### config.mk
export PLATFORM = sky130hd
export DESIGN_NAME = aes_sub_bytes_seq_flat
export DESIGN_NICKNAME = d
export VERILOG_FILES = /design/src/rtl/aes_sub_bytes_seq_if.sv /design/src/rtl/aes_sub_bytes_seq.sv /design/src/flat_wrapper.sv
export SDC_FILE = /design/constraint.sdc
export NUM_CORES = 2
export LEC_CHECK = 0
export CORE_MARGIN = 1.5
export CORE_UTILIZATION = 45
export CTS_CLUSTER_SIZE = 14
export DETAILED_ROUTE_END_ITERATION = 8
export PLACE_DENSITY = 0.61
export SLEW_MARGIN = 25
export SYNTH_ARGS = -nofsm -noshare
export SYNTH_HDL_FRONTEND = slang
export SYNTH_SLANG_ARGS = --single-unit
export TNS_END_PERCENT = 50
### constraint.sdc
create_clock -name clk -period 24.7 [get_ports clk]
set_input_delay 3.705 -clock clk [delete_from_list [all_inputs] [get_ports clk]]
set_output_delay 3.705 -clock clk [all_outputs]
set_load 0.03 [all_outputs]
### src/rtl/aes_sub_bytes_seq_if.sv
// aes_sub_bytes_seq_if
//   Handshake/bus bundle for the iterative AES SubBytes engine.
//   master : state producer/consumer side (drives in_valid, in_state, in_inv, out_ready)
//   slave  : the engine (drives in_ready, out_valid, out_state, busy)
//   in_state/out_state byte 0 = [127:120], byte 15 = [7:0].
interface aes_sub_bytes_seq_if;
    logic         in_valid;
    logic         in_ready;
    logic [127:0] in_state;
    logic         in_inv;
    logic         out_valid;
    logic         out_ready;
    logic [127:0] out_state;
    logic         busy;

    modport master (
        output in_valid, in_state, in_inv, out_ready,
        input  in_ready, out_valid, out_state, busy
    );

    modport slave (
        input  in_valid, in_state, in_inv, out_ready,
        output in_ready, out_valid, out_state, busy
    );
endinterface

### src/rtl/aes_sub_bytes_seq.sv
// aes_sub_bytes_seq
//   Multi-cycle AES SubBytes over a full 128-bit state, LANES bytes per cycle
//   (NCYC = 16/LANES cycles per state). Each lane is a GF(2^8) inverter
//   followed by the forward affine transform.
//   Optional build macro AES_INV_SBOX_EN adds a per-lane inverse S-box path
//   selected by in_inv latched at acceptance; without it in_inv is ignored.
// Ports
//   clk  : rising-edge clock
//   rst  : synchronous active-high reset
//   bus  : aes_sub_bytes_seq_if.slave (in_valid/in_ready/in_state/in_inv,
//          out_valid/out_ready/out_state, busy)

// Multiplicative inverse in GF(2^8) mod x^8+x^4+x^3+x+1; 0 maps to 0.
module gf_inv_8 (
    input  logic [7:0] a,
    output logic [7:0] y
);
    function automatic logic [7:0] xtime(input logic [7:0] v);
        return {v[6:0], 1'b0} ^ (v[7] ? 8'h1b : 8'h00);
    endfunction

    function automatic logic [7:0] gf_mul(input logic [7:0] p, input logic [7:0] q);
        logic [7:0] r;
        logic [7:0] t;
        r = 8'h00;
        t = p;
        for (int i = 0; i < 8; i++) begin
            if (q[i]) r = r ^ t;
            t = xtime(t);
        end
        return r;
    endfunction

    // a^254 = a^2 * a^4 * ... * a^128, which is a^-1 and gives 0 for 0.
    function automatic logic [7:0] gf_pow254(input logic [7:0] v);
        logic [7:0] sq;
        logic [7:0] acc;
        sq  = v;
        acc = 8'h01;
        for (int k = 1; k < 8; k++) begin
            sq  = gf_mul(sq, sq);
            acc = gf_mul(acc, sq);
        end
        return acc;
    endfunction

    assign y = gf_pow254(a);
endmodule

module aes_sub_bytes_seq #(
    parameter int LANES = 4
) (
    input  logic               clk,
    input  logic               rst,
    aes_sub_bytes_seq_if.slave bus
);
    localparam int NCYC  = 16 / LANES;
    localparam int CNT_W = (NCYC > 1) ? $clog2(NCYC) : 1;
    localparam logic [CNT_W-1:0] CNT_LAST = CNT_W'(NCYC - 1);

    if (LANES != 1 && LANES != 2 && LANES != 4 && LANES != 8 && LANES != 16) begin : g_bad_lanes
        $fatal(1, "aes_sub_bytes_seq: LANES must be 1, 2, 4, 8 or 16");
    end

    typedef enum logic [1:0] {IDLE, RUN, DONE} fsm_t;

    fsm_t              fsm_p0, fsm_nxt;
    logic [0:15][7:0]  dat_p0;   // element j is state byte j
    logic [0:15][7:0]  dat_nxt;
    logic [CNT_W-1:0]  cnt_p0;
    logic [7:0]        lane_out [LANES];
    logic              accept;

    // rotl(x,k) bit i = x[i-k], so the XOR of rotations 0..4 is the FIPS affine matrix
    function automatic logic [7:0] aff_fwd(input logic [7:0] x);
        return x ^ {x[6:0], x[7]} ^ {x[5:0], x[7:6]} ^ {x[4:0], x[7:5]}
                 ^ {x[3:0], x[7:4]} ^ 8'h63;
    endfunction

`ifdef AES_INV_SBOX_EN
    logic inv_p0;

    // y_i = b_(i+2) ^ b_(i+5) ^ b_(i+7) ^ 0x05, i.e. rotations by 6, 3 and 1
    function automatic logic [7:0] aff_inv(input logic [7:0] b);
        return {b[1:0], b[7:2]} ^ {b[4:0], b[7:5]} ^ {b[6:0], b[7]} ^ 8'h05;
    endfunction

    always_ff @(posedge clk) begin
        if (rst)         inv_p0 <= 1'b0;
        else if (accept) inv_p0 <= bus.in_inv;
    end
`else
    logic unused_in_inv;
    assign unused_in_inv = bus.in_inv;
`endif

    assign accept = (fsm_p0 == IDLE) && bus.in_valid;

    // Lane l works on byte cnt*LANES + l of the held state.
    for (genvar l = 0; l < LANES; l++) begin : g_lane
        logic [7:0] b;
        logic [7:0] g_in;
        logic [7:0] g_out;

        assign b = dat_p0[4'(int'(cnt_p0) * LANES + l)];
`ifdef AES_INV_SBOX_EN
        assign g_in        = inv_p0 ? aff_inv(b) : b;
        gf_inv_8 u_inv (.a(g_in), .y(g_out));
        assign lane_out[l] = inv_p0 ? g_out : aff_fwd(g_out);
`else
        assign g_in        = b;
        gf_inv_8 u_inv (.a(g_in), .y(g_out));
        assign lane_out[l] = aff_fwd(g_out);
`endif
    end

    always_comb begin
        dat_nxt = dat_p0;
        for (int l = 0; l < LANES; l++) begin
            dat_nxt[4'(int'(cnt_p0) * LANES + l)] = lane_out[l];
        end
    end

    always_ff @(posedge clk) begin
        if (rst) fsm_p0 <= IDLE;
        else     fsm_p0 <= fsm_nxt;
    end

    always_comb begin
        fsm_nxt       = fsm_p0;
        bus.in_ready  = 1'b0;
        bus.out_valid = 1'b0;
        bus.busy      = 1'b0;
        unique case (fsm_p0)
            IDLE: begin
                bus.in_ready = 1'b1;
                if (bus.in_valid) fsm_nxt = RUN;
            end
            RUN: begin
                bus.busy = 1'b1;
                if (cnt_p0 == CNT_LAST) fsm_nxt = DONE;
            end
            DONE: begin
                bus.busy      = 1'b1;
                bus.out_valid = 1'b1;
                if (bus.out_ready) fsm_nxt = IDLE;
            end
            default: fsm_nxt = IDLE;
        endcase
    end

    // state register: loaded on accept, one lane group rewritten per RUN cycle
    always_ff @(posedge clk) begin
        if (rst) begin
            dat_p0 <= '0;
            cnt_p0 <= '0;
        end else if (accept) begin
            dat_p0 <= bus.in_state;
            cnt_p0 <= '0;
        end else if (fsm_p0 == RUN) begin
            dat_p0 <= dat_nxt;
            cnt_p0 <= (cnt_p0 == CNT_LAST) ? '0 : cnt_p0 + CNT_W'(1);
        end
    end

    assign bus.out_state = dat_p0;
endmodule

### src/flat_wrapper.sv
// flat-port wrapper written by rule: the top's interface ports become plain ports
module aes_sub_bytes_seq_flat 
#(
    parameter int LANES = 4
)
  (clk, rst, bus_in_valid, bus_in_state, bus_in_inv, bus_out_ready, bus_in_ready, bus_out_valid, bus_out_state, bus_busy);
  aes_sub_bytes_seq_if bus_i ();
  input  logic clk;
  input  logic rst;
  input wire logic [$bits(bus_i.in_valid)-1:0] bus_in_valid;
  input wire logic [$bits(bus_i.in_state)-1:0] bus_in_state;
  input wire logic [$bits(bus_i.in_inv)-1:0] bus_in_inv;
  input wire logic [$bits(bus_i.out_ready)-1:0] bus_out_ready;
  output wire logic [$bits(bus_i.in_ready)-1:0] bus_in_ready;
  output wire logic [$bits(bus_i.out_valid)-1:0] bus_out_valid;
  output wire logic [$bits(bus_i.out_state)-1:0] bus_out_state;
  output wire logic [$bits(bus_i.busy)-1:0] bus_busy;
  assign bus_i.in_valid = bus_in_valid;
  assign bus_i.in_state = bus_in_state;
  assign bus_i.in_inv = bus_in_inv;
  assign bus_i.out_ready = bus_out_ready;
  assign bus_in_ready = bus_i.in_ready;
  assign bus_out_valid = bus_i.out_valid;
  assign bus_out_state = bus_i.out_state;
  assign bus_busy = bus_i.busy;
  aes_sub_bytes_seq #(.LANES(LANES)) u_core (.clk(clk), .rst(rst), .bus(bus_i));
endmodule
==> run summary <==
Status -> completed
Filler cell count -> 14500
Syn_area_per_cell -> 7.64 um^2
Syn Nets -> 8970
FF-to-FF setup slack -> 3520 ps
Worst hold path depth -> 2
RSZ-0062 raised after global routing -> no
Yosys cell types -> 152
Number of placement rows -> 141
Final setup TNS -> 0 ps
Clk root buf -> clkbuf_16
Slowest stage delay, CP -> 1010 ps
Slew HR -> 0.268
Detail Placement HPWL -> 164000 um
Clock Pin Slew Worst Setup and Hold Paths -> 70 ps
Worst-path maximum fanout -> 35
DP Area -> 71700 um^2
First-pass GRT wire length -> 348000 um
Reg2reg start -> u_core.cnt_p0[1]
Post-route minimum period -> 21180 ps
Via Count -> 64600
Hold path endpoint -> u_core.bus.out_state[30]
Worst r2r path cells -> 59
Post-CTS sizing -> 0
Simple-gate share of the synthesized area -> 0.213
Layout cell share with drive strength beyond 1 -> 0.106
Ports -> 264
Startpoint types -> flop
Die H -> 390 um
Post-synth EDFFs -> 0
CORE AREA -> 148000 um^2
Largest family of logic cells by synthesized area -> XOR/XNOR gates
Router iterations before antenna repair -> 7
Commonest non-fill, non-tap cell in the layout -> xnor2_1
Slowest CP cell -> mux4_1
Vias per cell -> 6.04
Xor/xnor share of the synthesized area -> 0.437
Routed length on met3 -> 19000 um
Worst Clk Skew -> 20.9 ps
GP Congestion -> 0.942
Pin count of the biggest net entering global routing -> 70
# port buffers -> 262
Post-synthesis compound-gate area fraction -> 0.198
Layout area overhead -> 7.53%
Post-CTS setup buffer count -> 0
Crit path DAT -> 21610 ps
Average wire per standard cell -> 21.0 um
Crit share post-route -> 0.857
CTS sink cnt -> 132
CTS Buf Count -> 17
Total Wirelength -> 224000 um
Primary FF master, synth -> dfxtp_1
Starting Density -> 0.454
Initial DRC count -> 6257
Die Area -> 152000 um^2
Initial antenna violation count -> 11
Mapped Area -> 67200 um^2
Adder-cell area share of the yosys netlist -> 0.00651
CTS tree -> built
Overflow after GRT -> 0
Top Layer Used -> met5
Post-route cell area -> 72300 um^2
Total track usage -> 0.283
Finish-stage setup viols -> 0
FF-to-FF End -> u_core.bus.out_state[4]
Worst EP required -> 25130 ps
Met1 wire length -> 99500 um
Mux contribution to synthesized area -> 0.0549
Maxcap violations -> 0
H-tree depth -> 4
Clock Latency Late Sink -> 520 ps
Metal2 WL -> 99800 um
Antenna-violating nets left -> 0
Register bit total from synthesis -> 132
Slew @ Worst Pin -> 1090 ps
Post-Synthesis Cells -> 8802
Crit path capture type -> flop
Final hold vios -> 0
Post-route DRC -> 0
Clock buffer depth -> 2
Ys async rst share -> 0
Hold buffer count at CTS -> 0
Number of global-route vias before repair -> 59300
Warnings from Yosys -> 0
Sequential area share after synthesis -> 0.0393
Hold Path Class -> flop to flop
Commonest non-fill, non-tap cells in the layout -> xnor2_1 (1390), nor2_1 (1266), nand2_1 (979), a21oi_1 (458), xor2_1 (353)
Worst Hold Launch -> u_core.bus.out_state[30]
Pins over their slew limit -> 0
Nets -> 8905
Most used cell, CP -> xnor2_1
Max frequency -> 47.2 MHz
Die W -> 390 um
Critical path class -> flop to flop
Fin Hold WS -> 548 ps
cells by family after synthesis:
kind of cell,count (synthesis)
buf+inv,705
simple gates,3216
xor+xnor,2439
fa+ha+maj,35
mux,312
compound gates,1963
flops,132
Yosys cell counts, types with 40 or more instances:
cell type,n,area (um^2)
a211oi_1,104,781
a21oi_1,458,2290
a22oi_1,43,323
a31oi_1,80,500
and2_1,66,413
and3_1,54,338
buf_1,43,161
buf_2,131,656
clkbuf_1,341,1280
dfxtp_1,132,2640
inv_1,67,251
mux2_2,57,642
mux2i_1,201,2010
nand2_1,981,3680
nand2b_1,61,382
nand3_1,189,946
nand4_1,52,325
nor2_1,1269,4760
nor2b_1,40,250
nor3_1,245,1230
o211ai_1,98,736
o21ai_0,340,1700
o21ai_1,112,561
o22ai_1,106,663
or3_1,46,288
xnor2_1,1444,12600
xnor2_2,127,2070
xnor2_4,44,1210
xnor3_1,311,7000
xnor3_2,42,998
xor2_1,363,3180
xor2_2,48,781
how the worst max path moves through the flow:
stage	startpoint	end
3_5_place_dp	u_core.cnt_p0[1]	u_core.bus.out_state[94]
2_1_floorplan	u_core.cnt_p0[0]	u_core.bus.out_state[49]
3_3_place_gp	u_core.cnt_p0[0]	u_core.bus.out_state[125]
5_1_grt	u_core.cnt_p0[1]	u_core.bus.out_state[22]
6_report	u_core.cnt_p0[1]	u_core.bus.out_state[4]
4_1_cts	u_core.cnt_p0[0]	u_core.bus.out_state[62]
area by class of cell:
cell class | instances | area, um^2 | area share
multi-input cells | 7965 | 61700 | 0.853
repair buffers | 525 | 4590 | 0.0635
flip-flops and latches | 132 | 2650 | 0.0366
well taps | 1930 | 2410 | 0.0334
clock buffers | 19 | 464 | 0.00642
inverters | 96 | 360 | 0.00498
clock inverters | 13 | 123 | 0.00170
diodes | 1 | 2.50 | 0.0000346
through the flow:
step            util  std cells  worst slack (ps)
6_report       0.488      10700              3520
5_1_grt        0.488      10700              2090
4_1_cts        0.488      10700              3820
3_5_place_dp   0.484      10600              3930
3_3_place_gp   0.484      10600              4070
2_1_floorplan      -       8802              7420
flip-flops by register name, summed over array words and instances, names as in the netlist:
| signal | flops |
|---|---|
| u_core.cnt_p0 | 2 |
| u_core.fsm_p0 | 2 |
| u_core.bus.out_state | 128 |
worst max-delay path: cells and delay by family (launching register included):
| family | cells | cell delay [ps] |
|---|---|---|
| flops | 1 | 660 |
| buf+inv | 7 | 2050 |
| fa+ha+maj | 3 | 1560 |
| compound gates | 15 | 4140 |
| mux | 5 | 2460 |
| simple gates | 13 | 4750 |
| xor+xnor | 16 | 5370 |
per-layer routing:
layer | global-route usage | vias to the layer above
met2 | 0.443 | 2606
met3 | 0.0441 | 286
met4 | 0.0801 | 12
li1 | - | 30700
met1 | 0.399 | 30900
met5 | 0 | -
Power is not shown: default switching activity piles up to over one toggle a cycle in this logic, so the estimate is an artifact.
